[src/rtl/alu_arbiter.sv]
// -----------------------------------------------------------------------------
// alu_arbiter
//
// Shares one external combinational ALU between two requesters. A request is
// granted in IDLE, its fields are registered, the ALU is driven for one EXEC
// cycle, and the captured result is held in RESP until the consumer accepts it.
// Contention is resolved round-robin. The first contention after reset goes to
// RR_INIT.
//
// Ports
//   clk, rst                  clock, synchronous active-high reset
//   reqN_valid / reqN_ready   requester N handshake (ready == grant, IDLE only)
//   reqN_op/_a/_b/_shamt      requester N operation code, operands, shift amount
//   alu_op/_data1/_data2/_shamt
//                             fields driven to the shared ALU (idle value
//                             outside EXEC)
//   alu_result                combinational result from the shared ALU
//   rsp_valid / rsp_ready     response handshake
//   rsp_id                    requester that owns the response
//   rsp_result                captured ALU result (0 for an undefined op)
//   rsp_zero                  rsp_result == 0
//   rsp_err                   op code was undefined
// -----------------------------------------------------------------------------
module alu_arbiter #(
    parameter logic RR_INIT = 1'b0
) (
    input  logic        clk,
    input  logic        rst,

    input  logic        req0_valid,
    output logic        req0_ready,
    input  logic [3:0]  req0_op,
    input  logic [31:0] req0_a,
    input  logic [31:0] req0_b,
    input  logic [4:0]  req0_shamt,

    input  logic        req1_valid,
    output logic        req1_ready,
    input  logic [3:0]  req1_op,
    input  logic [31:0] req1_a,
    input  logic [31:0] req1_b,
    input  logic [4:0]  req1_shamt,

    output logic [3:0]  alu_op,
    output logic [31:0] alu_data1,
    output logic [31:0] alu_data2,
    output logic [4:0]  alu_shamt,
    input  logic [31:0] alu_result,

    output logic        rsp_valid,
    input  logic        rsp_ready,
    output logic        rsp_id,
    output logic [31:0] rsp_result,
    output logic        rsp_zero,
    output logic        rsp_err
);

    typedef enum logic [1:0] {
        StIdle = 2'd0,
        StExec = 2'd1,
        StResp = 2'd2
    } state_e;

    localparam logic [3:0] OpIdle = 4'b0010;

    state_e      state_q, state_d;
    logic        last_q, last_d;      // requester granted most recently
    logic [3:0]  op_q, op_d;
    logic [31:0] a_q, a_d;
    logic [31:0] b_q, b_d;
    logic [4:0]  shamt_q, shamt_d;
    logic        id_q, id_d;

    logic        rsp_valid_q, rsp_valid_d;
    logic        rsp_id_q, rsp_id_d;
    logic [31:0] rsp_result_q, rsp_result_d;
    logic        rsp_zero_q, rsp_zero_d;
    logic        rsp_err_q, rsp_err_d;

    logic        grant0, grant1, grant;
    logic        op_defined;

    // Only the op codes the shared ALU implements produce a real result.
    always_comb begin
        unique case (op_q)
            4'b0000, 4'b0001, 4'b0010, 4'b0110, 4'b0111,
            4'b1100, 4'b1000, 4'b1001, 4'b1010: op_defined = 1'b1;
            default:                            op_defined = 1'b0;
        endcase
    end

    // Grant selection. Under contention the requester not granted last wins;
    // last_q resets to ~RR_INIT so the first contention goes to RR_INIT.
    // No grant is issued while reset is asserted.
    always_comb begin
        grant0 = 1'b0;
        grant1 = 1'b0;
        if (state_q == StIdle && !rst) begin
            if (req0_valid && req1_valid) begin
                if (last_q) begin
                    grant0 = 1'b1;
                end else begin
                    grant1 = 1'b1;
                end
            end else if (req0_valid) begin
                grant0 = 1'b1;
            end else if (req1_valid) begin
                grant1 = 1'b1;
            end
        end
        grant = grant0 | grant1;
    end

    assign req0_ready = grant0;
    assign req1_ready = grant1;

    // Next-state logic.
    always_comb begin
        state_d      = state_q;
        last_d       = last_q;
        op_d         = op_q;
        a_d          = a_q;
        b_d          = b_q;
        shamt_d      = shamt_q;
        id_d         = id_q;
        rsp_valid_d  = rsp_valid_q;
        rsp_id_d     = rsp_id_q;
        rsp_result_d = rsp_result_q;
        rsp_zero_d   = rsp_zero_q;
        rsp_err_d    = rsp_err_q;

        unique case (state_q)
            StIdle: begin
                if (grant) begin
                    // Operands are sampled only on the grant edge.
                    op_d    = grant1 ? req1_op    : req0_op;
                    a_d     = grant1 ? req1_a     : req0_a;
                    b_d     = grant1 ? req1_b     : req0_b;
                    shamt_d = grant1 ? req1_shamt : req0_shamt;
                    id_d    = grant1;
                    last_d  = grant1;
                    state_d = StExec;
                end
            end
            StExec: begin
                // Undefined ops still take the full sequence but return 0.
                rsp_result_d = op_defined ? alu_result : 32'd0;
                rsp_zero_d   = op_defined ? (alu_result == 32'd0) : 1'b1;
                rsp_err_d    = ~op_defined;
                rsp_id_d     = id_q;
                rsp_valid_d  = 1'b1;
                state_d      = StResp;
            end
            StResp: begin
                // Retiring costs a cycle: the grant can only follow in IDLE.
                if (rsp_ready) begin
                    rsp_valid_d = 1'b0;
                    state_d     = StIdle;
                end
            end
            default: begin
                state_d     = StIdle;
                rsp_valid_d = 1'b0;
            end
        endcase
    end

    // State registers. Reset drops any in-flight operation.
    always_ff @(posedge clk) begin
        if (rst) begin
            state_q      <= StIdle;
            last_q       <= ~RR_INIT;
            op_q         <= OpIdle;
            a_q          <= 32'd0;
            b_q          <= 32'd0;
            shamt_q      <= 5'd0;
            id_q         <= 1'b0;
            rsp_valid_q  <= 1'b0;
            rsp_id_q     <= 1'b0;
            rsp_result_q <= 32'd0;
            rsp_zero_q   <= 1'b0;
            rsp_err_q    <= 1'b0;
        end else begin
            state_q      <= state_d;
            last_q       <= last_d;
            op_q         <= op_d;
            a_q          <= a_d;
            b_q          <= b_d;
            shamt_q      <= shamt_d;
            id_q         <= id_d;
            rsp_valid_q  <= rsp_valid_d;
            rsp_id_q     <= rsp_id_d;
            rsp_result_q <= rsp_result_d;
            rsp_zero_q   <= rsp_zero_d;
            rsp_err_q    <= rsp_err_d;
        end
    end

    // The ALU sees the registered fields only during EXEC; otherwise a benign
    // ADD of zeros.
    always_comb begin
        alu_op    = OpIdle;
        alu_data1 = 32'd0;
        alu_data2 = 32'd0;
        alu_shamt = 5'd0;
        if (state_q == StExec) begin
            alu_op    = op_q;
            alu_data1 = a_q;
            alu_data2 = b_q;
            alu_shamt = shamt_q;
        end
    end

    assign rsp_valid  = rsp_valid_q;
    assign rsp_id     = rsp_id_q;
    assign rsp_result = rsp_result_q;
    assign rsp_zero   = rsp_zero_q;
    assign rsp_err    = rsp_err_q;

endmodule

[config.mk]
export PLATFORM = sky130hd
export DESIGN_NAME = alu_arbiter
export DESIGN_NICKNAME = d
export VERILOG_FILES = /design/src/rtl/alu_arbiter.sv
export SDC_FILE = /design/constraint.sdc
export NUM_CORES = 1
export LEC_CHECK = 0
export ABC_AREA = 1
export BUFFER_PORTS_ARGS = -buffer_cell sky130_fd_sc_hd__buf_2
export CAP_MARGIN = 20
export CORE_UTILIZATION = 46
export CTS_CLUSTER_DIAMETER = 50
export DETAILED_ROUTE_END_ITERATION = 16
export GPL_TIMING_DRIVEN = 0
export PLACE_DENSITY = 0.81
export SYNTH_ARGS = -nofsm -noshare
export SYNTH_HDL_FRONTEND = slang
export SYNTH_SLANG_ARGS = --single-unit
[constraint.sdc]
create_clock -name clk -period 1.77 [get_ports clk]
set_input_delay 0.0885 -clock clk [delete_from_list [all_inputs] [get_ports clk]]
set_output_delay 0.0885 -clock clk [all_outputs]
set_load 0.02 [all_outputs]
# After elaboration in Yosys (flattened, before gate mapping)
# Memories as Yosys holds them, arrays and structs flattened. A register that Yosys moved wholly into a read port is not among the register bits.
# Index checks and enable logic that the tools add are counted.
# totals
romBits,16
reg_bits,113
wordCells,54
output_inout_bits,111
memories,1
# op_classes
n_eq_ne,4
n_bitwise,3
n_reduce_logical,8
muxes,26
# memory_table
name,words,word_bits,rd,rd_clocked_by_memory_dff,wr,line_no,source
(name not given),16,1,1,1,0,85,unique case (op_q)
# ops
op,count
two-way mux 32 bit,5
zero test 32 bit,1
two-way mux 4 bit,4
two-way mux 1 bit,11
two-way mux 5 bit,2
one-hot mux 2 bit (3 select lines),1
AND reduction 2 bit,3
two-way mux 2 bit,2
"inequality test 2 bit, second input constant",2
one-hot mux 1 bit (3 select lines),1
"equality test 2 x 1 -> 1 bit, second input constant",1
"equality test 2 bit, second input constant",1
logical AND 1 bit,2
zero test 2 bit,1
inverter 1 bit,2
zero test 1 bit,1
OR 1 bit,1

# Longest topological paths before layout
# Gate-level depths: netlist (run 1).
# depth
ltp_word,8
ltp_mapped,11
mapped_depth_nobuf,11

# Least setup slack after synthesis (run 1)
# Ideal clock, no wire load.
# synth_path
path_type,reg-to-output
start,register state_q[0]
end,output alu_data1[13]
path_buffers,3
arrival_ns,1.363
stages_incl_launch_ff,8
required_time_ns,1.681
slack_ns,0.318
cell_sequence,dfxtp_1 -> inv_2 -> nor2_4 -> inv_1 -> buf_2 -> buf_2 -> buf_2 -> nor2_1
# synth_between
elab_chain_len,2
# synth_rtl
item,line_no,source
"start, declared",66,"state_e state_q, state_d;"
"start signal, assigned",171,state_q <= StIdle;
"start signal, assigned",184,state_q <= state_d;
equality test 2 x 1 -> 1 bit,206,if (state_q == StExec) begin
two-way mux 32 bit,206,
"end, declared",45,"output logic [31:0] alu_data1,"
# No other way between the ends.

# Worst setup path in the final report (run 1)
# layout_path
start,register state_q[0]
end,output alu_data2[17]
# layout_between
elab_chain_len,2
# layout_rtl
item,line_no,source
equality test 2 x 1 -> 1 bit,206,
two-way mux 32 bit,206,
"end, declared",46,"output logic [31:0] alu_data2,"
# No other way between the ends.

==> results of run 1 <==
worst register-to-register path: cells and delay by family (launching register included):
family                 cells  cell delay [ps]
AOI/OAI and AO/OA          1              220
DFF                        1              340
buffers and inverters      4              690
and+or+nand+nor            2              360
metal layers:
metal  GRT usage [%]  part of all wire [%]  vias to the layer above
li1                -                     -                     3419
met4           13.51                   3.1                        0
met3           8.448                   7.9                       55
met1           32.18                    40                     3073
met2           53.17                    49                      299
met5               0                     0                        -
per-stage QoR:
step	setup WS (ps)	TNS [ps]	utilization, %	hold slack (ps)	std cells
6_report	61.06	0	70.88	12.53	1392
5_1_grt	-15.34	-46.62	70.88	14.00	1392
4_1_cts	2.769	0	69.61	3.349	1389
3_5_place_dp	-23.90	-23.90	61.31	376.0	1323
3_3_place_gp	-34.32	-34.32	61.31	370.7	1323
2_1_floorplan	318.5	0	-	248.6	862
cell usage after synthesis:
cell type  count
or2_2          1
buf_1          1
a21oi_1       36
buf_2         22
nand4_1        1
inv_1        151
nor2_2         2
a21boi_0       1
or2_1          1
nor2_4         2
clkbuf_1      22
buf_4         14
inv_2          4
a21oi_2        1
nor2_1        93
o21ai_0        2
a21oi_4        1
o211ai_1      69
buf_6          3
nor4_1         4
nand2_1      196
nand3_2        1
dfxtp_1      114
o21ai_1        1
nand2_2        3
nand3_1      116
logic make-up after synthesis:
family | count (synthesis) | share of synthesized area (%)
simple gates | 420 | 31.01
buf+inv | 217 | 16.04
flops | 114 | 39.91
compound gates | 111 | 13.04
worst min-delay path by stage:
stage,from,end,slack [ps],cells after the start
2_1_floorplan,alu_result[0],rsp_result[0]$_SDFFE_PP0P_,250,2
3_3_place_gp,alu_result[30],rsp_result[30]$_SDFFE_PP0P_,370,3
3_5_place_dp,alu_result[31],rsp_result[31]$_SDFFE_PP0P_,380,3
4_1_cts,req1_a[4],a_q[4]$_SDFFE_PP0N_,3,5
5_1_grt,req1_a[4],a_q[4]$_SDFFE_PP0N_,10,5
6_report,req1_shamt[1],shamt_q[1]$_SDFFE_PP0N_,10,5
power breakdown:
part	total [W]	internal [W]	switching, W
Combinational	0.00210	0.000845	0.00126
Sequential	0.00301	0.00286	0.000150
Clock	0.00298	0.00186	0.00112
state kept, by name (all words and copies together), names as in the netlist:
register    cells
b_q            32
a_q            32
op_defined      1
rsp_zero        1
rsp_err         1
shamt_q         5
id_q            1
rsp_result     32
rsp_valid       1
rsp_id          1
last_q          1
op_q            4
state_q         2
final cells by class:
class | count | area (um^2)
tap | 168 | 210.2
fill | 1045 | 3512
timing repair buffer | 333 | 1966
multi-input combinational | 531 | 2594
clock inverter | 7 | 35.03
clock buffer | 23 | 478.0
sequential | 114 | 2285
inverter | 155 | 584.3
buffer | 61 | 397.9
timing repair:
item,4_1_cts,5_1_grt
hold buffers,34,0
buffers inserted,2,2
pin swaps,1,1
endpoints found under the setup margin,74,62
cloned,1,1
resized for setup,46,45
endpoints found under the hold margin,35,0
==> run metrics, run 1 <==
final setup fails 0; syn_nets 1,045; DRT antenna net count 0; Ports 294; FF-to-FF Start state_q[0]$_SDFFE_PP0P_; commonest non-fill, non-tap cell in the layout buf_2; HPWL after detailed placement 13,270 um; Setup crit end kind primary output; worst stage delay on the critical path 340 ps; total grt overflow 0; DR pass1 iterations 6; register area share after synthesis 39.91%; Stages on worst setup path 7; Placeable Area 12,060 um^2; CTS sink cnt 114; flops & latches, synth 114; Static Leak 4.537 nW; synth warn 0; Netlist cell types 26; clock root buffer clkbuf_16; HP Class primary input to register; vias post-DR 6,846; Yosys top cell area share 39.91%; Design Area, Final 8549 um^2; wire per inst 13.93 um; max-slew violation count 0; worst path cell trace inv_2 > nor2_4 > inv_2 > buf_6 > clkbuf_4 > nor2_1 > buf_2; Slew HR 56.24%; row cnt 40; most used cell, CP inv_2; DP Area 7395 um^2; die height 113.5 um; vias in the first global route 6,242; CP Buf/Inv Count 5; P per Cell Area 947.0 nW/um^2; Worst Max-Slew Pin Slew 656.4 ps; most frequent cells in the layout buf_2, nand2_1, inv_1; DR iter-0 viols 425; MaxCap Viol Count 0; cell family with most CP delay buffers and inverters; Total Power 0.008096 W; Tmin final 1709 ps; routability cong. 0.8393; H-Tree Depth 4; initial antenna violation count 1; Die Area 12,880 um^2; Buffers on Ports 293; Layout Skew 6.950 ps; fmax 585.2 MHz; CTS clk-pin slew, worst paths 50 ps; CTS max path bufs 2; Area growth, synth to finish 49.52%; syn avg cell area 6.633 um^2; R2R Setup Slk 100 ps; crit path max fanout 10; Syn Inst Count 862; Mapped Area 5718 um^2; Worst Path Class, Setup register to primary output; worst vdd ir 0.0007583 V; r2r worst-path depth 7; crit share post-route 96.55%; Die X 113.5 um; CP Data Arrival Time 1620 ps; status finished, final reports clean; Initial Util 47.41%; slowest CP cell dfxtp_2; Yosys top cell by area dfxtp_1; CTS tree yes; Tot GR Track Use 29.60%; Final Routed Wirelength 19,390 um; antenna fix cells 0; crit path from state_q[0]$_SDFFE_PP0P_; post-route DRC violation count 0; clock latency on the worst-skew pair 410 ps; first-pass GRT wire length 29,710 um; layout cells sized above 1 32.92%; Vias per Instance 4.918; Synth area leaders dfxtp_1, nand2_1, nand3_1, inv_1, o211ai_1; CTS buffer count 17; pin count of the biggest net entering global routing 17; Critical Path RT 1680 ps; Hold Fails Final Rpt 0; CP Capture Point alu_data2[17]; r2r endpoint rsp_result[16]$_SDFFE_PP0P_; Startpoint Class register; Final nets 1,396
Note: power is estimated with default switching activity, not from simulation.
==> run 2, diff against run 1 <==
- CORE_UTILIZATION: 46 -> 41
- PLACE_DENSITY: 0.81 -> 0.76
- clock period: 1.77 -> 1.5 ns (I/O delays scaled with it)
==> run 2 against run 1 <==
Against the previous run:
- the flow now finishes with violations (negative setup slack)
- register-to-register slack got worse by 280 ps
- clock power increased by 24%
- critical path depth shrank 1
- worst setup slack got worse by 330 ps
- via count is 16% higher
- global-route usage is 0.27 points higher
- die area grew 12%
- first-iteration DRC count grew 49%
- sequential power grew 19%
- largest power group is now the clock network
- highest routed layer is now met5
==> run metrics, run 2 (synthesis gave the netlist of run 1 again) <==
DP Area 7405 um^2 (+0.14%); status complete, but fails checks; Static Leak 5.357 nW (+18%); crit share post-route 117.8%; CTS max path bufs 2 (unchanged); CTS tree yes; post-route DRC violation count 0 (unchanged); routed length on met2 13,980 um (+48%); layout cells sized above 1 47.57% (+15 points); worst vdd ir 0.0007303 V (-3.7%); FF-to-FF Start state_q[0]$_SDFFE_PP0P_; Tot GR Track Use 29.87% (+0.27 points); wire per inst 18.92 um (+36%); Tmin final 1767 ps; crit path from state_q[1]$_SDFFE_PP0P_; Hold Startpoint req1_b[19]; Final Routed Wirelength 27,840 um (+44%); failing checks negative setup slack; NetSw 0.003575 W (+41%); CTS sink cnt 114 (unchanged); routability cong. 0.8324 (-0.82%); Clk network pwr share 34.0% (-2.8 points); clock root buffer clkbuf_16; max-slew violation count 0 (unchanged); CP Data Arrival Time 1690 ps (+70 ps); P per Cell Area 985.7 nW/um^2 (+4.1%); Fin Hold WS 3.878 ps (-8.656 ps); switching share of power 32.96% (+1.7 points); P_int 0.007274 W (+31%); DRT antenna net count 0 (unchanged); sequential power share 32.9% (-4.3 points); Startpoint Class register; Ports 294 (unchanged); vias in the first global route 7,080 (+13%); row cnt 42 (+5.0%); clock latency on the worst-skew pair 420 ps (about the same); commonest non-fill, non-tap cell in the layout buf_2; Final nets 1,467 (+5.1%); HPWL after detailed placement 13,780 um (+3.8%); Worst Path Class, Setup register to primary output; HP Class primary input to register; fmax 566.0 MHz; most frequent cells in the layout buf_2, inv_1, nand2_1; top layer in use met5; Setup crit end kind primary output; Setup WS pre-CTS -272.8 ps (-248.9 ps); Die X 120.1 um (+5.8%); Slew HR 49.98% (-6.3 points); Layout Skew 8.322 ps (+1.373 ps); Critical Path RT 1420 ps (-260 ps); Combinational Power Share 33.1% (+7.1 points); DR pass1 iterations 5 (-1); final worst setup slack -266.8 ps (-327.9 ps); met3 WL post-DR 2467 um (+60%); DR iter-0 viols 635 (+49%); Initial Util 42.67% (-4.7 points); total grt overflow 0 (unchanged); Placeable Area 13,400 um^2 (+11%); initial antenna violation count 5 (+4); Area growth, synth to finish 92.49%; die height 120.1 um (+5.8%); wl on met1 9743 um (+25%); Vias per Instance 5.374 (+9.3%); Design Area, Final 11,010 um^2 (+29%); RSZ-0062 raised after global routing true; pin count of the biggest net entering global routing 17 (unchanged); final setup fails 137 (+137); MaxCap Viol Count 0 (unchanged); Hold Fails Final Rpt 0 (unchanged); H-Tree Depth 4 (unchanged); Buffers on Ports 293 (unchanged); Die Area 14,420 um^2 (+12%); first-pass GRT wire length 33,570 um (+13%); crit path max fanout 10 (unchanged); Worst Max-Slew Pin Slew 750.3 ps (+93.89 ps); vias post-DR 7,910 (+16%); CTS buffer count 17 (unchanged); CTS clk-pin slew, worst paths 50 ps (about the same)
run 2: cell count changes in the layout (fill, tap and decap cells not counted), moves of 14 or more:
cell and change:
nand2_4 +55, nand3_1 -74, nand2_1 -81, buf_6 +18, buf_8 +17, buf_12 +14
nand3_2 +69, nor2_1 -16, nand2_2 +25, buf_2 -60, dlygate4sd3_1 +31, buf_4 +32
run 2: cell type report:
class	instances	area, um^2
diodes	1	2.502
plain buffers	61	619.3
clock buffers	23	467.9
clock inverters	7	60.06
fillers	746	2394
inverters	155	586.8
multi-input cells	531	3597
flip-flops and latches	114	2287
well taps	176	220.2
repair buffers	404	3166
run 2: power groups by stage:
| stage | Sequential (W) | Clock, W | Combinational (W) |
|---|---|---|---|
| 6_report | 0.00357 | 0.00369 | 0.00359 |
| 5_1_grt | 0.00360 | 0.00385 | 0.00380 |
| 3_3_place_gp | 0.00359 | 0 | 0.00217 |
| 2_1_floorplan | 0.00367 | 0 | 0.00132 |
| 4_1_cts | 0.00354 | 0.00367 | 0.00277 |
| 3_5_place_dp | 0.00360 | 0 | 0.00219 |
run 2: path summary, 6_finish.rpt:
path,endpoint,slack (ps),cells past startpoint
setup / recovery,alu_data2[2],-270,6
hold / removal,b_q[19]$_SDFFE_PP0N_,4,5
setup reg to reg,a_q[5]$_SDFFE_PP0N_,-180,12
hold reg to reg,rsp_err$_SDFFE_PP0P_,460,2
run 2: per-stage QoR:
stage	TNS, ps	cells	utilization (%)	total power [W]
final	-18160	1472	82.14	0.01085
after detailed placement	-15770	1331	55.26	0.005783
after global routing	-27370	1472	82.14	0.01125
after global placement	-14800	1331	55.26	0.005760
after CTS	-18800	1454	71.45	0.009982
after floorplan	0	862	-	0.004991
run 2: critical path, cell delays in order, from the launching register on:
cell      delay, ps
dfxtp_4         360
nor2_4          130
inv_2            60
buf_6           140
clkbuf_4        210
nor2_1          200
buf_4           190
run 2: what timing repair did:
item / in CTS / in global routing
setup endpoints to repair: 144 / 152
endpoints found under the hold margin: 63 / 0
resized for setup: 193 / 293
buffers inserted: 17 / 9
hold buffers: 65 / 0
cloned: 11 / 12
pin swaps: 12 / 75
run 2: per-layer routing:
metal	track usage, %	vias up
li1	-	3576
met1	30.73	3679
met2	54.53	502
met3	8.508	149
met4	15.47	4
met5	0	-
==> run 3, diff against run 2 <==
- ABC_AREA: 1 -> 0
- CORE_UTILIZATION: 41 -> 40
- PLACE_DENSITY: 0.76 -> 0.77
==> run 3 against run 2 <==
Against the previous run:
- global-route usage increased by 8.5 points
- worst setup slack got worse by 290 ps
- largest cell class unchanged
- area after synthesis decreased by 9.6%
- largest power group unchanged
- the run ends with design-rule violations, negative setup slack left
==> run metrics, run 3 <==
main combinational cell family by area after synthesis simple AND/OR/NAND/NOR gates; first-pass GRT wire length 38,760 um (+15%); final setup fails 146 (+6.6%); CP Data Arrival Time 2310 ps (+620 ps); register area share after synthesis 44.14% (+4.2 points); P per Cell Area 974.5 nW/um^2 (-1.1%); Hold Startpoint req1_valid; Setup crit end kind register; Mapped Area 5170 um^2 (-9.6%); Layout Skew 7.581 ps (-0.7414 ps); Worst Max-Slew Pin Slew 788.4 ps (+38.03 ps); wire per inst 21.80 um (+15%); CTS sink cnt 114 (unchanged); Ports 294 (unchanged); placed cells 1,146 (-14%); total grt overflow 0 (unchanged); Placeable Area 12,620 um^2 (-5.8%); mux cell area share after synthesis 0.3872% (+0.39 points); adder-cell share of the synthesized area 0% (unchanged); ys flop type dfxtp_1; r2r endpoint b_q[4]$_SDFFE_PP0N_; die height 115.7 um (-3.7%); Final Routed Wirelength 29,980 um (+7.7%); Post-synth EDFFs 0 (unchanged); clock root buffer clkbuf_16; Area growth, synth to finish 109.2%; worst path cell trace nor3_4 > buf_6 > nand2_4 > inv_8 > buf_4 > buf_4 > nand2_1 > a311oi_1; Initial Util 40.97% (-1.7 points); HPWL after detailed placement 12,870 um (-6.6%); clock latency on the worst-skew pair 420 ps (about the same); HP Class primary input to register; Worst Path Class, Setup register to register; Final nets 1,374 (-6.3%); pin count of the biggest net entering global routing 17 (unchanged); R2R Setup Slk -560 ps (-380 ps); Die Area 13,380 um^2 (-7.2%); Netlist cell types 33 (+27%); CTS buffer count 17 (unchanged); XOR/XNOR share of the synthesized area 0% (unchanged); Total Power 0.01054 W (-2.9%); RSZ-0062 raised after global routing true; post-route non-filler standard cell count 1,375 (-6.6%); vias in the first global route 7,854 (+11%); final worst setup slack -555.5 ps (-288.6 ps); crit path from state_q[0]$_SDFFE_PP0P_; CTS max path bufs 2 (unchanged); synth cell count leaders nand2_1, dfxtp_1, nor2_1, and2_1, a311oi_1; row cnt 41 (-2.4%); Tot GR Track Use 38.35% (+8.5 points); most frequent cells in the layout buf_2, nand2_1, dlygate4sd3_1; syn avg cell area 7.592 um^2 (+14%); max-slew violation count 0 (unchanged); commonest non-fill, non-tap cell in the layout buf_2; Hold Fails Final Rpt 0 (unchanged); Tmin final 2055 ps (+288.6 ps); r2r worst-path depth 8 (-4); crit share post-route 137.0% (+19 points); status complete, but fails checks; hold endpoint last_q$_SDFFE_PP1N_; Yosys top cell area share 44.14% (+4.2 points); DR iter-0 viols 682 (+7.4%); worst vdd ir 0.0007513 V (+2.9%); asr flop ratio synth 0% (unchanged); Vias per Instance 5.877 (+9.4%); DR pass1 iterations 11 (+6); H-Tree Depth 4 (unchanged); fmax 486.5 MHz (-14%); DRT antenna net count 0 (unchanged); flops & latches, synth 114 (unchanged); post-route DRC violation count 2 (+2); slowest CP cell a311oi_1; MaxCap Viol Count 0 (unchanged); failing checks design-rule violations, negative setup slack; synth warn 0 (unchanged); Die X 115.7 um (-3.7%); CTS tree yes; initial antenna violation count 1 (-4); Critical Path RT 1760 ps (+340 ps); Syn Inst Count 681 (-21%); Slew HR 47.44% (-2.5 points); FF-to-FF Start state_q[0]$_SDFFE_PP0P_; Hold Path Cell Cnt 3 (-2); Setup WS pre-CTS -614.4 ps (-341.6 ps); worst stage delay on the critical path 490 ps (+130 ps); Yosys top cell by area dfxtp_1; CTS clk-pin slew, worst paths 50 ps (about the same); Fin Setup TNS -34,080 ps (-15,920 ps); Static Leak 4.844 nW (-9.6%); Synth area leaders dfxtp_1, nand2_1, a311oi_1, and2_1, nor2_1; most used cell, CP buf_4; syn_nets 864 (-17%); vias post-DR 8,081 (+2.2%); Compound-Gate Fraction of Synth Area 17.28% (+4.2 points); Startpoint Class register; crit path max fanout 10 (unchanged); Buffers on Ports 293 (unchanged); routability cong. 0.8161 (-2.0%); simple-gate area share of the yosys netlist 33.20% (+2.2 points); Fin Hold WS 23.92 ps (+20.05 ps); layout cells sized above 1 41.76% (-5.8 points); top-count cell post-synth nand2_1
==> run 3: cell count changes after synthesis, moves of 14 or more <==
cell / before / now
clkbuf_1: 22 / 52
inv_1: 151 / 4
and2_1: 0 / 72
nor2_1: 93 / 78
o211ai_1: 69 / 1
nand2_1: 196 / 176
buf_4: 14 / 0
nand3_1: 116 / 32
buf_2: 22 / 5
a311oi_1: 0 / 69
==> run 3: how the worst max path moves through the flow <==
stage / to / slack [ps]
floorplan: op_defined$_DFF_P_ / -150
global placement: a_q[8]$_SDFFE_PP0N_ / -540
detailed placement: b_q[21]$_SDFFE_PP0N_ / -610
CTS: op_defined$_DFF_P_ / -270
global route: b_q[4]$_SDFFE_PP0N_ / -550
finish: b_q[4]$_SDFFE_PP0N_ / -560
==> run 3: layout make-up <==
type	count	area, um^2
diodes	1	2.502
well taps	172	215.2
flip-flops and latches	114	2291
plain buffers	61	604.3
fillers	587	1805
repair buffers	492	4023
inverters	5	26.28
clock buffers	25	505.5
multi-input cells	500	3072
clock inverters	5	75.07
==> run 3: logic make-up (layout without fill, tap and decap cells) <==
group	count (synthesis)	count (layout)
buffers and inverters	67	588
multiplexers	2	2
flip-flops	114	114
AO/OA/AOI/OAI	117	117
AND/OR/NAND/NOR	381	381
other	0	1
==> run 3: timing repair <==
item / 4_1_cts / 5_1_grt
setup buffers: 6 / 10
setup endpoints to repair: 179 / 171
hold buffers: 171 / 1
resized for setup: 273 / 143
pin swaps: 31 / 26
cloned: 5 / 6
hold endpoints to repair: 105 / 2
==> run 3: metal layers <==
metal,routed length [um],part of all wire (%),vias up,GRT usage [%]
li1,-,-,3356,-
met1,9917,33,3705,38.50
met2,14340,48,754,67.07
met3,3105,10,266,10.98
met4,2612,8.7,0,30.09
met5,0,0,-,0
==> run 3: critical path, delay by kind of cell, from the launching register on <==
family                 cells  cell delay, ps
buffers and inverters      4             550
AO/OA/AOI/OAI              1             490
AND/OR/NAND/NOR            3             470
flip-flops                 1             380
==> run 3: through the flow <==
| stage | instance area, um^2 | util, % |
|---|---|---|
| 2_1_floorplan | 5216 | - |
| 3_3_place_gp | 6898 | 54.66 |
| 3_5_place_dp | 6898 | 54.66 |
| 4_1_cts | 10130 | 80.25 |
| 5_1_grt | 10810 | 85.69 |
| 6_report | 10810 | 85.69 |
==> run 3: power by group <==
part / switching (W) / internal (W)
combinational: 0.00151 / 0.00145
sequential: 0.000202 / 0.00331
clock: 0.00143 / 0.00264
